`src/rtl/branch_resolve_unit.sv`:
```
// rtl/branch_resolve_unit.sv - in-flight branch queue and resolver (optional BRU_STATS_EN counters)
module branch_resolve_unit #(
  parameter int DEPTH = 4,
  parameter int PC_W  = 32
) (
  input  logic                     CLOCK,
  input  logic                     INIT,
  input  logic                     PRED_VALID,
  input  logic                     PREDICTION,
  input  logic [PC_W-1:0]          PRED_PC,
  input  logic [PC_W-1:0]          PRED_TARGET,
  input  logic                     RES_VALID,
  input  logic                     RES_TAKEN,
  input  logic [PC_W-1:0]          RES_TARGET,
  output logic                     UPD_VALID,
  output logic                     OUTCOME,
  output logic                     MISS,
  output logic                     FLUSH,
  output logic [PC_W-1:0]          REDIRECT_PC,
  output logic                     FULL,
  output logic [$clog2(DEPTH):0]   COUNT
`ifdef BRU_STATS_EN
  ,
  output logic [31:0]              BR_TOTAL,
  output logic [31:0]              BR_MISSES
`endif
);

  localparam int AW = $clog2(DEPTH);
  localparam int CW = AW + 1;
  localparam logic [CW-1:0] DEPTH_C = CW'(DEPTH);
  localparam logic [0:0] S_RUN   = 1'b0;
  localparam logic [0:0] S_FLUSH = 1'b1;

  logic            q_pred [DEPTH];
  logic [PC_W-1:0] q_pc   [DEPTH];
  logic [PC_W-1:0] q_tgt  [DEPTH];

  logic [AW-1:0]   head;
  logic [AW-1:0]   tail;
  logic [CW-1:0]   count;
  logic [0:0]      state;

  logic            pop;
  logic            miss_now;
  logic            push;
  logic [PC_W-1:0] redirect_now;
  logic [CW-1:0]   count_next;

  always_comb begin
    pop          = RES_VALID && (count != '0);
    miss_now     = pop && ((q_pred[head] != RES_TAKEN) ||
                           (RES_TAKEN && (q_tgt[head] != RES_TARGET)));
    redirect_now = RES_TAKEN ? RES_TARGET : (q_pc[head] + PC_W'(4));
    // Wrong-path fetches (miss cycle and the flush cycle after) never enter the queue
    push         = PRED_VALID && (state == S_RUN) && !miss_now &&
                   ((count != DEPTH_C) || pop);
    count_next   = count;
    if (miss_now)
      count_next = '0;
    else if (push && !pop)
      count_next = count + CW'(1);
    else if (pop && !push)
      count_next = count - CW'(1);
  end

  always_ff @(posedge CLOCK) begin
    if (INIT) begin
      head        <= '0;
      tail        <= '0;
      count       <= '0;
      FULL        <= 1'b0;
      state       <= S_RUN;
      UPD_VALID   <= 1'b0;
      OUTCOME     <= 1'b0;
      MISS        <= 1'b0;
      REDIRECT_PC <= '0;
      for (int i = 0; i < DEPTH; i++) begin
        q_pred[i] <= 1'b0;
        q_pc[i]   <= '0;
        q_tgt[i]  <= '0;
      end
    end else begin
      if (push) begin
        q_pred[tail] <= PREDICTION;
        q_pc[tail]   <= PRED_PC;
        q_tgt[tail]  <= PRED_TARGET;
      end
      // A miss collapses the queue to empty just past the resolved entry
      if (miss_now) begin
        head <= head + AW'(1);
        tail <= head + AW'(1);
      end else begin
        if (pop)
          head <= head + AW'(1);
        if (push)
          tail <= tail + AW'(1);
      end
      count     <= count_next;
      FULL      <= (count_next == DEPTH_C);
      state     <= miss_now ? S_FLUSH : S_RUN;
      UPD_VALID <= pop;
      OUTCOME   <= pop && RES_TAKEN;
      MISS      <= miss_now;
      if (miss_now)
        REDIRECT_PC <= redirect_now;
    end
  end

  assign FLUSH = (state == S_FLUSH);
  assign COUNT = count;

`ifdef BRU_STATS_EN
  always_ff @(posedge CLOCK) begin
    if (INIT) begin
      BR_TOTAL  <= '0;
      BR_MISSES <= '0;
    end else if (UPD_VALID) begin
      BR_TOTAL <= BR_TOTAL + 32'd1;
      if (MISS)
        BR_MISSES <= BR_MISSES + 32'd1;
    end
  end
`endif

endmodule
```
`config.mk`:
```
export PLATFORM = sky130hd
export DESIGN_NAME = branch_resolve_unit
export DESIGN_NICKNAME = d
export VERILOG_FILES = /design/src/rtl/branch_resolve_unit.sv
export SDC_FILE = /design/constraint.sdc
export NUM_CORES = 1
export LEC_CHECK = 0
export ABC_AREA = 1
export BUFFER_PORTS_ARGS = -buffer_cell sky130_fd_sc_hd__buf_2
export CORE_MARGIN = 8
export CORE_UTILIZATION = 45
export DETAILED_ROUTE_END_ITERATION = 8
export PLACE_DENSITY = 0.66
export SKIP_CTS_REPAIR_TIMING = 1
export SLEW_MARGIN = 40
export SYNTH_ARGS = -nofsm -noshare
export SYNTH_HDL_FRONTEND = slang
export SYNTH_SLANG_ARGS = --single-unit
```
`constraint.sdc`:
```
create_clock -name CLOCK -period 9.8 [get_ports CLOCK]
set_clock_uncertainty 0.1 [all_clocks]
set_input_delay 1.47 -clock CLOCK [delete_from_list [all_inputs] [get_ports CLOCK]]
set_output_delay 1.47 -clock CLOCK [all_outputs]
set_load 0.03 [all_outputs]
```
## After elaboration in Yosys (flattened, before gate mapping)

Memories as Yosys holds them, arrays and structs flattened. A register that Yosys moved wholly into a read port is not among the register bits.
Cells that the tools add are included.

- Memory bits (writable): 260
- Output and inout port bits: 40
- Bits in latches: 0
- Memories: 3
- Register bits: 44
- Memory bits (read-only): 0
- Word-level logic and storage cells: 71
- Bits of input ports: 102

- Bitwise gates (word level): 1
- Divide/modulo/power cells: 0
- Equal/unequal tests: 4
- Shift-type cells: 0
- Multiplexer cells: 29
- Magnitude comparators: 0
- Multipliers: 0
- Add/subtract/negate cells: 5
- Reduce and logical (&&, ||, !) cells: 20

Memories:

| memory | depth | bits a word | read ports | clocked after memory_dff | write ports | line | source |
|---|---|---|---|---|---|---|---|
| q_pc | 4 | 32 | 1 | 1 | 4 | 36 | `logic [PC_W-1:0] q_pc [DEPTH];` |
| q_tgt | 4 | 32 | 1 | 1 | 4 | 37 | `logic [PC_W-1:0] q_tgt [DEPTH];` |
| q_pred | 4 | 1 | 1 | 1 | 4 | 35 | `logic q_pred [DEPTH];` |

Operators by type and width:

| operator | count |
|---|---|
| 32-bit two-way mux | 3 |
| 32-bit OR reduction | 2 |
| 32-bit by 3-bit adder with 32-bit output, second input constant | 1 |
| 32-bit inequality test | 1 |
| 2-bit two-way mux | 13 |
| 1-bit two-way mux | 10 |
| 1-bit logical AND | 9 |
| 3-bit two-way mux | 3 |
| 2-bit by 1-bit adder with 2-bit output, second input constant | 2 |
| 2-bit nonzero test | 2 |
| 3-bit by 1-bit adder with 3-bit output, second input constant | 1 |
| 3-bit equality test, second input constant | 1 |
| 1-bit zero test | 3 |
| 3-bit inequality test, second input constant | 1 |
| 3-bit nonzero test | 1 |
| 3-bit by 1-bit subtractor with 3-bit output, second input constant | 1 |
| 1-bit logical OR | 2 |
| 1-bit inequality test | 1 |
| 1-bit NOT | 1 |
| 1-bit OR reduction | 1 |

## Longest topological paths before layout

Gate-level depths: netlist (run 1).

- Depth after elaboration: 13
- Mapped depth: 23
- Depth with buffers taken out: 20

## Worst setup path before layout (run 1)

Ideal clock, no wire load.

- Path kind: in2reg
- Start point: input port RES_TARGET[17]
- End point: memory q_pc[3][0], enable pin
- Cell stages on the path: 14
- Setup slack: 1.985 ns
- Arrival time: 7.131 ns
- Path buffers: 0
- Library setup time: 0.584 ns
- Data required time: 9.116 ns
- Path through: inv_1 > nand3_1 > nand2_1 > nor2_1 > nand2_1 > inv_1 > nand2_1 > nor2_1 > nand3_1 > nand2_2 > nand2_2 > inv_2 > o21ai_4 > o31ai_1

RTL lines:

| element | line | source |
|---|---|---|
| start: declaration | 14 | `input logic [PC_W-1:0] RES_TARGET,` |
| end: declaration | 36 |  |

==> results of run 1 <==
-- cell type report --
cell class	count	area [um^2]
fill	3074	16400
sequential	305	8710
multi-input combinational	1100	5310
timing repair buffer	157	845
clock buffer	38	802
tap	448	561
inverter	135	513
clock inverter	19	180
-- final timing paths --
check	end	slack (ns)	cells after the start
setup / recovery	q_pred[1]	4.32	20
hold / removal	REDIRECT_PC[31]	0.36	2
setup reg to reg	q_pred[1]	4.32	20
hold reg to reg	REDIRECT_PC[31]	0.36	2
-- cells in the final DEF, fill, tap and decap left out, types with 12 or more instances in the layout --
master	Yosys	routed
nand2_1	435	434
nor2_1	264	263
edfxtp_1	260	260
nand3_1	145	145
buf_2	20	141
inv_1	130	126
o21ai_0	68	66
dfxtp_1	45	43
nand2_4	40	41
clkbuf_16	0	31
a21oi_1	23	23
xor2_1	20	20
nor2_2	11	12
-- cell families after synthesis --
logic type	after synthesis	share of synthesized area
compound gates	124	0.0505
xor+xnor	29	0.0169
fa+ha+maj	4	0.00332
buf+inv	221	0.0729
flops	305	0.578
mux	2	0.00133
simple gates	941	0.277
-- flip-flops by register name, indices dropped and copies added (netlist names), named ones only --
name and count:
q_pc 128, FULL 1, tail 2, q_tgt 128
MISS 1, COUNT 3, REDIRECT_PC 32, head 2
OUTCOME 1, UPD_VALID 1, q_pred 4
-- synthesized netlist by cell type (2+ instances only) --
library cell	count
nor4_1	3
buf_6	16
nor3_2	2
buf_8	3
inv_2	4
xor2_1	20
mux2i_1	2
inv_1	130
nand2_1	435
a32oi_1	3
nand2_2	6
dfxtp_1	45
edfxtp_1	260
buf_4	6
ha_1	4
nor3_1	9
o22ai_1	3
buf_12	4
o21ai_0	68
o221ai_1	2
a32oi_2	6
clkbuf_1	37
nand4_1	11
nor2_1	264
nand2_4	40
a32o_1	4
nor2_2	11
and2_1	5
nand3b_1	6
a21oi_1	23
buf_2	20
nand3_1	145
o21ai_1	9
nor2_4	3
xnor2_1	9
-- critical path, delay by kind of cell, from the launching register on --
family                 cells  cell delay (ns)
AO/OA/AOI/OAI              1             0.12
flip-flops                 1             0.56
buffers and inverters      5             2.47
AND/OR/NAND/NOR           14             1.91
-- power breakdown --
group | switching, mW | total, mW | internal [mW]
logic | 1.26 | 1.72 | 0.455
registers | 0.126 | 1.80 | 1.68
clock network | 0.494 | 1.15 | 0.660
-- routing by layer --
layer / vias to the layer above / part of all wire / track usage
met5: - / 0.00024 / 0
met4: 2 / 0.026 / 0.0659
met3: 67 / 0.081 / 0.0354
met2: 462 / 0.47 / 0.342
met1: 5526 / 0.43 / 0.282
li1: 5543 / - / -
-- per-stage QoR --
stage / power [mW] / std cells
2_1_floorplan: 3.07 / 1626
3_3_place_gp: 3.50 / 2145
3_5_place_dp: 3.53 / 2145
4_1_cts: 4.68 / 2202
5_1_grt: 4.93 / 2202
6_report: 4.67 / 2202
==> summary.txt, run 1 <==
Finish
  • Area grow syn2layout: 12.3%
  • Fin nets: 1836
  • Final core occ: 0.509
  • Final instance area: 0.0169 mm^2
  • Antenna Cells: 0
  • Fraction of layout cells with a size suffix above 1: 0.164

Synthesis
  • Post-synth EDFFs: 260
  • Post-Syn Area per Cell: 9.27 um^2
  • Cell variety after synth: 43
  • Mapped Cells: 1626
  • Register area share after synthesis: 0.578
  • Synth top area share: 0.518
  • Top area cells in the synthesized netlist: edfxtp_1 52%, nand2_1 11%, nor2_1 6.6%
  • Post-synthesis cell area: 0.0151 mm^2
  • Synth Register Bits: 305
  • Syn Nets: 1732
  • Top FF cell, synth: edfxtp_1
  • Warnings from Yosys: 0
  • Post-synth ARST share: 0
  • Leading area contributor after synthesis: edfxtp_1

Routing
  • Routed WL per cell: 19.2 um
  • Drt first pass iters: 7
  • Drt initial violations: 1188
  • Drt via density: 5.27
  • Final ANT Viol Nets: 0
  • WL final: 42400 um
  • Routed vias: 11600
  • Drc violations: 0

Min path
  • Hold crit path type: flip-flop to flip-flop
  • Hold path start: REDIRECT_PC[31]

Worst setup path
  • Slowest stage cell on the critical path: buf_4
  • CP Capture Type: flip-flop
  • Critical path required time: 10.13 ns
  • Cells along the critical path: inv_4 -> buf_4 -> nand2_1 -> nand3_1 -> nand3_1 -> nand2_1 -> nand3_1 -> nor2_1 -> nand2_1 -> nor2_1 -> nand3_1 -> nand2_2 -> nand2_2 -> inv_2 -> o21ai_4 -> nor2_4 -> buf_4 -> buf_6 -> nand2_1 -> nor2_1
  • Startpoint types: flip-flop
  • Max incr delay on CP: 0.68 ns
  • CP Data Arrival Time: 5.81 ns
  • Critical path peak fanout: 68
  • Kind of critical path: flip-flop to flip-flop

STA
  • PnR worst setup slack: 4.32 ns
  • Tmin final: 5.48 ns
  • Final Hold Vio Count: 0
  • Setup TNS: 0 ns
  • Hold slack final: 0.359 ns
  • Worst-Margin Slew: 0.860 ns
  • Max Clk Rate: 0.183 GHz
  • Crit share post-route: 0.559
  • RSZ-0062 raised after global routing: false
  • Slew Viols, Final: 0
  • Setup violations, final: 0
  • Relative slew slack: 0.427

Place
  • Post-detail-place hpwl: 27400 um
  • Port bufs: 141
  • Placed cell area: 0.0159 mm^2
  • Worst slack, placed: 4.37 ns
  • GPL Wtd Cong: 0.900

GRT
  • First-pass GRT wire length: 63900 um
  • Global route overflow: 0
  • Largest net degree at the start of global routing: 73
  • Number of global-route vias before repair: 11200
  • Total Routing Usage GR: 0.210
  • Initial antenna violation count: 1

Die
  • Initial Util: 0.453
  • Die width: 199 um
  • Full die area: 0.0396 mm^2
  • Die height: 199 um
  • Rows: 67
  • Total core area: 0.0333 mm^2
  • Ports: 142

Clock network
  • Total CTS buffers: 31
  • Clock slew at reported path FFs: 0.07 ns
  • CTS tree: done
  • CTS Sinks: 305
  • H-tree depth: 1
  • CTS root buffer: clkbuf_16
  • Max Buffers Root-to-Sink: 3
  • Clk_lat worst skew: 0.59 ns

Pwr
  • Worst vdd ir: 155 uV
  • Leakage Power: 7.46 nW
  • Pwr/cell area: 276 mW/mm^2

Flow run
  • Max Cap Viol: 0

Outcome
  • Status: complete, no violations
(Power assumes the default switching activity.)
==> run 2: changes to the inputs <==
PLACE_DENSITY = 0.69   (was 0.66)
clock period = 4.73 ns   (was 9.8 ns; I/O delays follow)
==> run 2 against run 1 <==
Worst hold slack lost 0.013 ns. Total power up 110%. Combinational power increased by 110%. Sequential power up 100%. Critical path depth is 2 lower. Largest power group is now combinational cells. Via count about the same. Non-clock buffer count up 11. Global-route usage decreased by 0.42 points. Routed wire length fell by 1.7%. Die area stayed put. Cell count grew 0.54%.
==> summary.txt, run 2 (synthesized netlist as in run 1, its figures left out) <==
Place
  • GPL Wtd Cong: 0.948 (was 0.900)
  • Port bufs: 141 (unchanged)
  • Worst slack, placed: 1.03 ns (was 4.37 ns)
  • Placed cell area: 0.0161 mm^2 (was 0.0159 mm^2)
  • Post-detail-place hpwl: 27200 um (was 27400 um)
  • Placed Cells: 2156 (was 2145)

Finish
  • Regs by FF count: q_pc x128, q_tgt x128, REDIRECT_PC x32 (unchanged)
  • Final core occ: 0.513 (was 0.509)
  • Final instance area: 0.0171 mm^2 (was 0.0169 mm^2)
  • Area grow syn2layout: 13.3% (was 12.3%)
  • Fill cells: 3102 (was 3074)
  • Fraction of layout cells with a size suffix above 1: 0.168 (was 0.164)
  • Most frequent cells in the layout: 434 x nand2_1, 263 x nor2_1, 260 x edfxtp_1 (unchanged)
  • Antenna Cells: 0 (unchanged)
  • Fin nets: 1847 (was 1836)
  • Non-filler cells, final: 2214 (was 2202)
  • Area of the multi-input gates: 0.00531 mm^2 (about the same)
  • Most common cell after layout, fill and taps aside: nand2_1 (unchanged)
  • Reg area: 0.00871 mm^2 (unchanged)

Routing
  • WL final: 41700 um (was 42400 um)
  • Drt first pass iters: 5 (was 7)
  • Drc violations: 0 (unchanged)
  • Drt initial violations: 1032 (was 1188)
  • Routed vias: 11591 (was 11600)
  • Routed WL per cell: 18.8 um (was 19.2 um)
  • Drt via density: 5.24 (was 5.27)
  • Final ANT Viol Nets: 0 (unchanged)

Worst setup path
  • Cell repeated most along the worst path: nand2_1
  • Slowest stage cell on the critical path: inv_2 (was buf_4)
  • Cells along the critical path: inv_2 -> nand3_1 -> nand3_1 -> nand2_1 -> inv_1 -> nand2_1 -> nor2_1 -> nand2_1 -> nor2_1 -> nand3_1 -> nand2_2 -> nand2_2 -> inv_2 -> o21ai_4 -> nor2_4 -> buf_12 -> nand2_1 -> nor2_1 (was inv_4 -> buf_4 -> nand2_1 -> nand3_1 -> nand3_1 -> nand2_1 -> nand3_1 -> nor2_1 -> nand2_1 -> nor2_1 -> nand3_1 -> nand2_2 -> nand2_2 -> inv_2 -> o21ai_4 -> nor2_4 -> buf_4 -> buf_6 -> nand2_1 -> nor2_1)
  • CP Data Arrival Time: 4.03 ns (was 5.81 ns)
  • Kind of critical path: flip-flop to flip-flop (unchanged)
  • Worst flop-to-flop path endpoint: q_pc[0][18] (was q_pred[1])
  • Worst reg2reg path depth: 18 (was 20)
  • CP Capture Type: flip-flop (unchanged)
  • Startpoint types: flip-flop (unchanged)
  • Max incr delay on CP: 0.55 ns (was 0.68 ns)
  • Reg2Reg Setup Slack: 1.01 ns (was 4.32 ns)
  • Critical path required time: 5.04 ns (was 10.13 ns)
  • Critical path peak fanout: 65 (was 68)

GRT
  • Largest net degree at the start of global routing: 131 (was 73)
  • Global route overflow: 0 (unchanged)
  • Initial antenna violation count: 0 (was 1)
  • Number of global-route vias before repair: 11130 (was 11200)
  • First-pass GRT wire length: 63200 um (was 63900 um)
  • Total Routing Usage GR: 0.205 (was 0.210)

Die
  • Full die area: 0.0396 mm^2 (unchanged)
  • Total core area: 0.0333 mm^2 (unchanged)
  • Die height: 199 um (unchanged)
  • Rows: 67 (unchanged)
  • Ports: 142 (unchanged)
  • Die width: 199 um (unchanged)
  • Initial Util: 0.453 (unchanged)

STA
  • Final Hold Vio Count: 0 (unchanged)
  • Setup violations, final: 0 (unchanged)
  • Setup TNS: 0 ns (unchanged)
  • RSZ-0062 raised after global routing: false (unchanged)
  • PnR worst setup slack: 1.01 ns (was 4.32 ns)
  • Crit share post-route: 0.787 (was 0.559)
  • Slew Viols, Final: 0 (unchanged)
  • Hold slack final: 0.346 ns (was 0.359 ns)
  • Tmin final: 3.72 ns (was 5.48 ns)
  • Max Clk Rate: 0.268 GHz (was 0.183 GHz)
  • Relative slew slack: 0.490 (was 0.427)
  • Worst-Margin Slew: 0.764 ns (was 0.860 ns)

Pwr
  • Worst vdd ir: 341 uV (was 155 uV)
  • Overall Power: 9.71 mW (was 4.67 mW)
  • Leakage Power: 7.53 nW (was 7.46 nW)
  • Pwr/cell area: 569 mW/mm^2 (was 276 mW/mm^2)

Outcome
  • Status: complete, no violations (unchanged)

Clock network
  • CTS Sinks: 305 (unchanged)
  • CTS tree: done (unchanged)
  • Clk_lat worst skew: 0.57 ns (was 0.59 ns)
  • Max Buffers Root-to-Sink: 3 (unchanged)
  • CTS root buffer: clkbuf_16 (unchanged)
  • Clock slew at reported path FFs: 0.07 ns (about the same)
  • H-tree depth: 1 (unchanged)
  • Total CTS buffers: 31 (unchanged)

Min path
  • Hold crit path type: input port to flip-flop (was flip-flop to flip-flop)
  • Hold path depth: 3 (was 2)
  • Hold path endpoint: q_tgt[3][26] (was REDIRECT_PC[31])
  • Hold path start: PRED_TARGET[26] (was REDIRECT_PC[31])

Flow run
  • Max Cap Viol: 0 (unchanged)
[run 2: cell types whose count changed in the layout (fill, tap and decap cells not counted), sizes merged]
| cell | change |
|---|---|
| bufinv | -2 |
| buf | +11 |
| clkinv | -6 |
| clkbuf | +7 |
| inv | +2 |
[run 2: layout make-up]
type                    instances  share of cell area
clock buffers                  45              0.0509
clock inverters                13             0.00586
inverters                     135              0.0300
multi-input cells            1100               0.311
flip-flops and latches        305               0.510
well taps                     448              0.0328
repair buffers                168              0.0593
[run 2: metal layers]
metal	part of all wire	global-route usage
met5	0	0
met4	0.028	0.0653
met3	0.077	0.0328
met2	0.47	0.333
met1	0.43	0.280
[run 2: critical path, delay by kind of cell, from the launching register on]
kind	cells	cell delay [ns]
and+or+nand+nor	13	1.79
AOI/OAI and AO/OA	1	0.11
DFF	1	0.32
buffers and inverters	4	1.16
[run 2: worst max path at each step]
stage | cells past startpoint | slack (ns) | endpoint | start
3_3_place_gp | 18 | 1.06 | q_pc[0][22] | flip-flop
6_report | 18 | 1.01 | q_pc[0][18] | flip-flop
5_1_grt | 18 | 0.66 | q_pc[0][30] | flip-flop
2_1_floorplan | 18 | -0.43 | q_pc[1][0] | flip-flop
4_1_cts | 18 | 1.00 | q_pc[0][18] | flip-flop
3_5_place_dp | 18 | 1.03 | q_pc[0][18] | flip-flop
[run 2: where the power goes]
part           internal (mW)  leakage [nW]  switching, mW  total [mW]
logic                   1.01          3.99           2.67        3.68
registers               3.47          3.07          0.197        3.67
clock network           1.33         0.470           1.03        2.36
